File: src/rtl/mult_pkg.sv
// Shared constants for the sequential radix-2 Booth multiplier.
// Optional build macro used by this block: MULT_ZERO_BYPASS_EN.
package mult_pkg;

  localparam logic [1:0] ST_IDLE = 2'b00;
  localparam logic [1:0] ST_RUN  = 2'b01;
  localparam logic [1:0] ST_DONE = 2'b10;

  localparam int unsigned MULT_STEPS = 32;

  // Booth recoding of the {q0, q-1} pair
  localparam logic [1:0] BOOTH_ADD = 2'b01;
  localparam logic [1:0] BOOTH_SUB = 2'b10;

endpackage

File: src/rtl/booth_step.sv
// One combinational radix-2 Booth step: conditional add/sub of M into the
// upper half of the accumulator, then arithmetic shift right by one.
module booth_step
  import mult_pkg::*;
#(
  parameter int unsigned WIDTH = 32
) (
  input  logic [2*WIDTH:0] acc_i,
  input  logic [WIDTH-1:0] m_i,
  output logic [2*WIDTH:0] acc_o
);

  logic [WIDTH:0] upper_ext;
  logic [WIDTH:0] m_ext;
  logic [WIDTH:0] sum;

  always_comb begin
    // One guard bit keeps the true sign when M is the most negative value
    upper_ext = {acc_i[2*WIDTH], acc_i[2*WIDTH:WIDTH+1]};
    m_ext     = {m_i[WIDTH-1], m_i};
    case (acc_i[1:0])
      BOOTH_ADD: sum = upper_ext + m_ext;
      BOOTH_SUB: sum = upper_ext - m_ext;
      default:   sum = upper_ext;
    endcase
    acc_o = {sum, acc_i[WIDTH:1]};
  end

endmodule

File: src/rtl/booth_mult.sv
// Sequential signed Booth multiplier: FSM, step counter and registers.
// Define MULT_ZERO_BYPASS_EN to finish immediately when an operand is zero.
module booth_mult
  import mult_pkg::*;
#(
  parameter int unsigned WIDTH = 32,
  parameter int unsigned CNT_W = 6
) (
  input  logic             clk,
  input  logic             reset_in,
  input  logic             mult_control,
  input  logic [WIDTH-1:0] a_in,
  input  logic [WIDTH-1:0] b_in,
  output logic [WIDTH-1:0] hi_out,
  output logic [WIDTH-1:0] lo_out,
  output logic             mult_end,
  output logic             busy
);

  logic [1:0]       state_q, state_d;
  logic [CNT_W-1:0] cnt_q, cnt_d;
  logic [WIDTH-1:0] m_q, m_d;
  logic [2*WIDTH:0] acc_q, acc_d;
  logic [2*WIDTH:0] acc_step;
  logic [WIDTH-1:0] hi_q, hi_d;
  logic [WIDTH-1:0] lo_q, lo_d;
  logic             end_q, end_d;
  logic             zero_op;

`ifdef MULT_ZERO_BYPASS_EN
  assign zero_op = (a_in == '0) || (b_in == '0);
`else
  assign zero_op = 1'b0;
`endif

  booth_step #(
    .WIDTH (WIDTH)
  ) u_step (
    .acc_i (acc_q),
    .m_i   (m_q),
    .acc_o (acc_step)
  );

  always_comb begin
    state_d = state_q;
    cnt_d   = cnt_q;
    m_d     = m_q;
    acc_d   = acc_q;
    hi_d    = hi_q;
    lo_d    = lo_q;
    end_d   = end_q;
    case (state_q)
      ST_IDLE: begin
        if (mult_control) begin
          if (zero_op) begin
            hi_d    = '0;
            lo_d    = '0;
            end_d   = 1'b1;
            state_d = ST_DONE;
          end else begin
            m_d     = a_in;
            acc_d   = {{WIDTH{1'b0}}, b_in, 1'b0};
            cnt_d   = '0;
            state_d = ST_RUN;
          end
        end
      end
      ST_RUN: begin
        acc_d = acc_step;
        cnt_d = cnt_q + CNT_W'(1);
        if (cnt_q == CNT_W'(MULT_STEPS - 1)) begin
          hi_d    = acc_step[2*WIDTH:WIDTH+1];
          lo_d    = acc_step[WIDTH:1];
          end_d   = 1'b1;
          state_d = ST_DONE;
        end
      end
      ST_DONE: begin
        end_d   = 1'b0;
        state_d = ST_IDLE;
      end
      default: begin
        end_d   = 1'b0;
        state_d = ST_IDLE;
      end
    endcase
  end

  always_ff @(posedge clk or negedge reset_in) begin
    if (!reset_in) begin
      state_q <= ST_IDLE;
      cnt_q   <= '0;
      m_q     <= '0;
      acc_q   <= '0;
      hi_q    <= '0;
      lo_q    <= '0;
      end_q   <= 1'b0;
    end else begin
      state_q <= state_d;
      cnt_q   <= cnt_d;
      m_q     <= m_d;
      acc_q   <= acc_d;
      hi_q    <= hi_d;
      lo_q    <= lo_d;
      end_q   <= end_d;
    end
  end

  assign hi_out   = hi_q;
  assign lo_out   = lo_q;
  assign mult_end = end_q;
  assign busy     = (state_q == ST_RUN) || (state_q == ST_DONE);

endmodule

File: config.mk
export PLATFORM = sky130hd
export DESIGN_NAME = booth_mult
export DESIGN_NICKNAME = d
export VERILOG_FILES = /design/src/rtl/mult_pkg.sv /design/src/rtl/booth_step.sv /design/src/rtl/booth_mult.sv
export SDC_FILE = /design/constraint.sdc
export NUM_CORES = 1
export LEC_CHECK = 0
export CAP_MARGIN = 20
export CELL_PAD_IN_SITES_DETAIL_PLACEMENT = 1
export CELL_PAD_IN_SITES_GLOBAL_PLACEMENT = 2
export CORE_MARGIN = 2
export CORE_UTILIZATION = 35
export CTS_CLUSTER_SIZE = 20
export DETAILED_ROUTE_END_ITERATION = 10
export GPL_TIMING_DRIVEN = 0
export PLACE_DENSITY_LB_ADDON = 0.1
export SLEW_MARGIN = 15
export SYNTH_ARGS = -nofsm -noshare
export SYNTH_HDL_FRONTEND = slang
export SYNTH_SLANG_ARGS = --single-unit
File: constraint.sdc
create_clock -name clk -period 4.99 [get_ports clk]
set_input_delay 0.7485 -clock clk [delete_from_list [all_inputs] [get_ports clk]]
set_output_delay 0.7485 -clock clk [all_outputs]
set_load 0.03 [all_outputs]
==> flow_metrics.py <==
metrics = {
    "synth": {
        "yosys_warnings": 0,
        "ys_seq_elements": 170,
        "syn_area_um2": 9489,
        "synth_edf_count": 0,
        "synth_adder_area_share_pct": 5.090,
        "synth_compound_area_share_pct": 19.38,
        "synth_cell_types": 62,
        "synth.avg_cell_area_um2": 9.823,
        "synth_fp_nets": 1071,
        "synthCells": 966,
        "ys_seq_area_share_pct": 44.83,
        "synth.area.top_cells": "dfrtp_1 (45%), mux2_2 (8.9%), a21oi_1 (5.0%)",
        "synth_top_family_by_area": "compound AO/OA/AOI/OAI gates",
        "synthMuxAreaShare_pct": 10.48,
        "synth.top_cell.area_share_pct": 44.83,
        "synth_simple_gate_area_share_pct": 11.88,
        "async_flop_share_pct": 100.0,
        "synth_flop_cell": "dfrtp_1",
        "synth_xor_xnor_area_share_pct": 5.261,
        "netlist.top_cell.by_area": "dfrtp_1",
    },
    "pwr": {
        "power.density_nw_per_um2": 776.1,
        "power_leakage_nw": 5.063,
        "ir_worst_vdd_v": 0.0002989,
    },
    "worst_setup_path": {
        "critical-path-max-stage-delay_ns": 0.48,
        "path_class": "reg2reg",
        "cp.required_ns": 5.36,
        "path_cells": "or3_4 > nor4_4 > nor4b_4 > nand2_2 > nor3_4 > nor2_1 > xnor2_1 > ha_1 > clkbuf_1 > a21oi_2 > o21ai_1 > nor4_1 > o21a_2 > nor3_1 > o31a_1 > or4_1 > nand4_1 > mux2_2",
        "crit_slowest_cell": "or4_1",
        "path_buf_inv": 1,
        "path_max_fanout": 7,
        "cp-end-kind": "register",
        "worst_path_dominant_cell_family": "simple AND/OR/NAND/NOR gates",
        "cp_num_cells": 18,
        "critPathLaunchType": "register",
        "reg2reg_depth": 18,
        "critical_path_arrival_ns": 5.04,
    },
    "sta": {
        "fin_setup_tns_ns": 0,
        "skew_ns": 0.01608,
        "slew_headroom_pct": 43.13,
        "hold_viol": 0,
        "fmax_mhz": 214.0,
        "whs_ns": 0.2218,
        "report.final.slew_viol_count": 0,
        "fin_crit_sh_pct": 93.64,
        "setup-violations-final": 0,
        "period_needed_ns": 4.673,
        "rsz0062_at_grt": "yes",
        "worst_pin_slew_ns": 0.8473,
    },
    "grt": {
        "grt_pass1_vias": 8523,
        "grt_pass1_wl_um": 47760,
        "grt_overflow": 0,
        "antenna_found_initial": 0,
        "grt_usage_pct": 21.37,
        "grt_max_degree": 64,
    },
    "die": {
        "io_pins": 133,
        "die_w_um": 168.7,
        "core_area_um2": 26800,
        "fp.dieH_um": 168.7,
        "die-area_um2": 28440,
        "start_util_pct": 35.41,
        "core.rowCount": 60,
    },
    "routing": {
        "dr.pass1.iters": 6,
        "antenna_left": 0,
        "vias": 7957,
        "wl_um": 29490,
        "drt_iter0_markers": 359,
        "viasPerCell": 5.395,
        "drc_errors": 0,
        "wl_per_cell_um": 19.99,
    },
    "place": {
        "postPlaceCellArea_um2": 11300,
        "numPortBuffers": 132,
        "place_inst": 1441,
        "place_congestion": 0.8376,
        "dp_hpwl_um": 21790,
    },
    "finish": {
        "num_antenna_cells": 0,
        "post-route-util_pct": 44.71,
        "area_growth_pct": 26.27,
        "postLayoutCellArea_um2": 11980,
        "nets": 1226,
        "drive_gt1_share_pct": 12.17,
        "final_cells": 1475,
    },
    "cts": {
        "ctsHtreeMaxLevel": 4,
        "ctsRootBufferMaster": "clkbuf_16",
        "clk-insertion-delay-late_ns": 0.44,
        "cts_tree": "built",
        "clock_sinks": 170,
        "clk_pin_slew_ns": 0.07,
        "clk_path_buf_depth": 2,
        "cts_buffers": 17,
    },
    "hold_path": {
        "min_path_type": "in2async",
    },
    "flow_run": {
        "maxCapViolCount": 0,
    },
    "outcome": {
        "status": "finished clean",
    },
}
[final cells by class]
class                      count  area, um^2
timing repair buffer         136        1396
inverter                      20       75.07
clock buffer                  18       429.2
fill                        3044       14820
tap                          341       426.7
buffer                        57       216.5
multi-input combinational    719        5014
clock inverter                14       170.2
sequential                   170        4254
[per-layer routing]
metal,vias to the layer above,track usage [%],part of all wire (%)
li1,3837,-,-
met1,3992,29.78,48
met4,0,3.261,0.53
met3,9,3.858,3.8
met2,119,35.52,47
met5,-,0,0
[cell families (layout without fill, tap and decap cells)]
family / count (synthesis) / in the layout
DFF: 170 / 170
muxes: 90 / 90
AOI/OAI and AO/OA: 302 / 302
adders and majority gates: 38 / 38
buffers and inverters: 77 / 245
and+or+nand+nor: 232 / 232
xor gates and xnor gates: 57 / 57
[registers in the layout, summed over array words and instances, names as in the netlist]
register and count:
lo_out 32, cnt_q 6, mult_end 1, acc_q 65, m_q 32, state_q 2, hi_out 32
[power by group]
group          switching [W]  internal, W  leakage [nW]
clock               0.000676     0.000679         0.290
sequential          0.000454      0.00175          2.16
combinational        0.00351      0.00223          2.61
[cell usage after synthesis (all sizes together) (2+ instances only)]
master     n
dfrtp    170
a21oi     94
nand2     88
mux2      75
o21ai     69
o22ai     59
nor2      54
clkbuf    52
xnor2     49
ha        37
nor3      25
a21o      20
inv       19
mux2i     15
a22o      12
nand3      9
nor4       8
xor2       8
nand2b     7
nand4      6
nor2b      6
nor3b      6
o21a       6
a31o       5
a31oi      5
buf        5
o21bai     5
o31ai      5
or3        5
a211oi     4
o211ai     4
or4        4
a32oi      2
a41oi      2
and3       2
o2111ai    2
o22a       2
or2        2
or3b       2
or4b       2
[placed cells by master (no fill, tap or decap), types with 4 or more instances in the layout]
cell / count
a211oi_1: 4
a21o_1: 20
a21oi_1: 93
a22o_1: 12
a31o_2: 5
a31oi_1: 5
clkbuf_1: 53
clkbuf_16: 17
clkdlybuf4s50_1: 131
clkinv_8: 6
dfrtp_1: 170
ha_1: 37
inv_1: 19
inv_6: 7
mux2_2: 75
mux2i_1: 15
nand2_1: 86
nand2b_1: 7
nand3_1: 9
nand4_1: 6
nor2_1: 53
nor2b_1: 6
nor3_1: 24
nor3b_1: 6
nor4_1: 5
o211ai_1: 4
o21a_1: 5
o21ai_0: 45
o21ai_1: 23
o21bai_1: 5
o22ai_1: 59
or3_1: 4
xnor2_1: 48
xor2_1: 8
[metrics by stage]
stage	worst slack [ns]	total power (W)
after global placement	-4.377	0.007816
after global routing	-0.01645	0.01011
final	0.3175	0.009299
after detailed placement	-0.5177	0.007877
after floorplan	0.5288	0.006197
after CTS	0.02287	0.009318
[worst paths after layout]
path,slack [ns],to,start
max,0.32,hi_out[25],m_q[3]
min,0.22,m_q[7],reset_in
max reg2reg,0.32,hi_out[25],m_q[3]
min reg2reg,0.49,hi_out[26],hi_out[26]
max in group asynchronous,3.78,lo_out[18],reset_in
min in group clk,0.49,hi_out[26],hi_out[26]
[repair_timing]
action | 4_1_cts | 5_1_grt
hold buffers | 0 | 0
pin swaps | 0 | 2
gates resized for setup | 4 | 9
setup endpoints to repair | 25 | 16
buffers inserted | 0 | 2
Power figures use the tool's default switching activity.
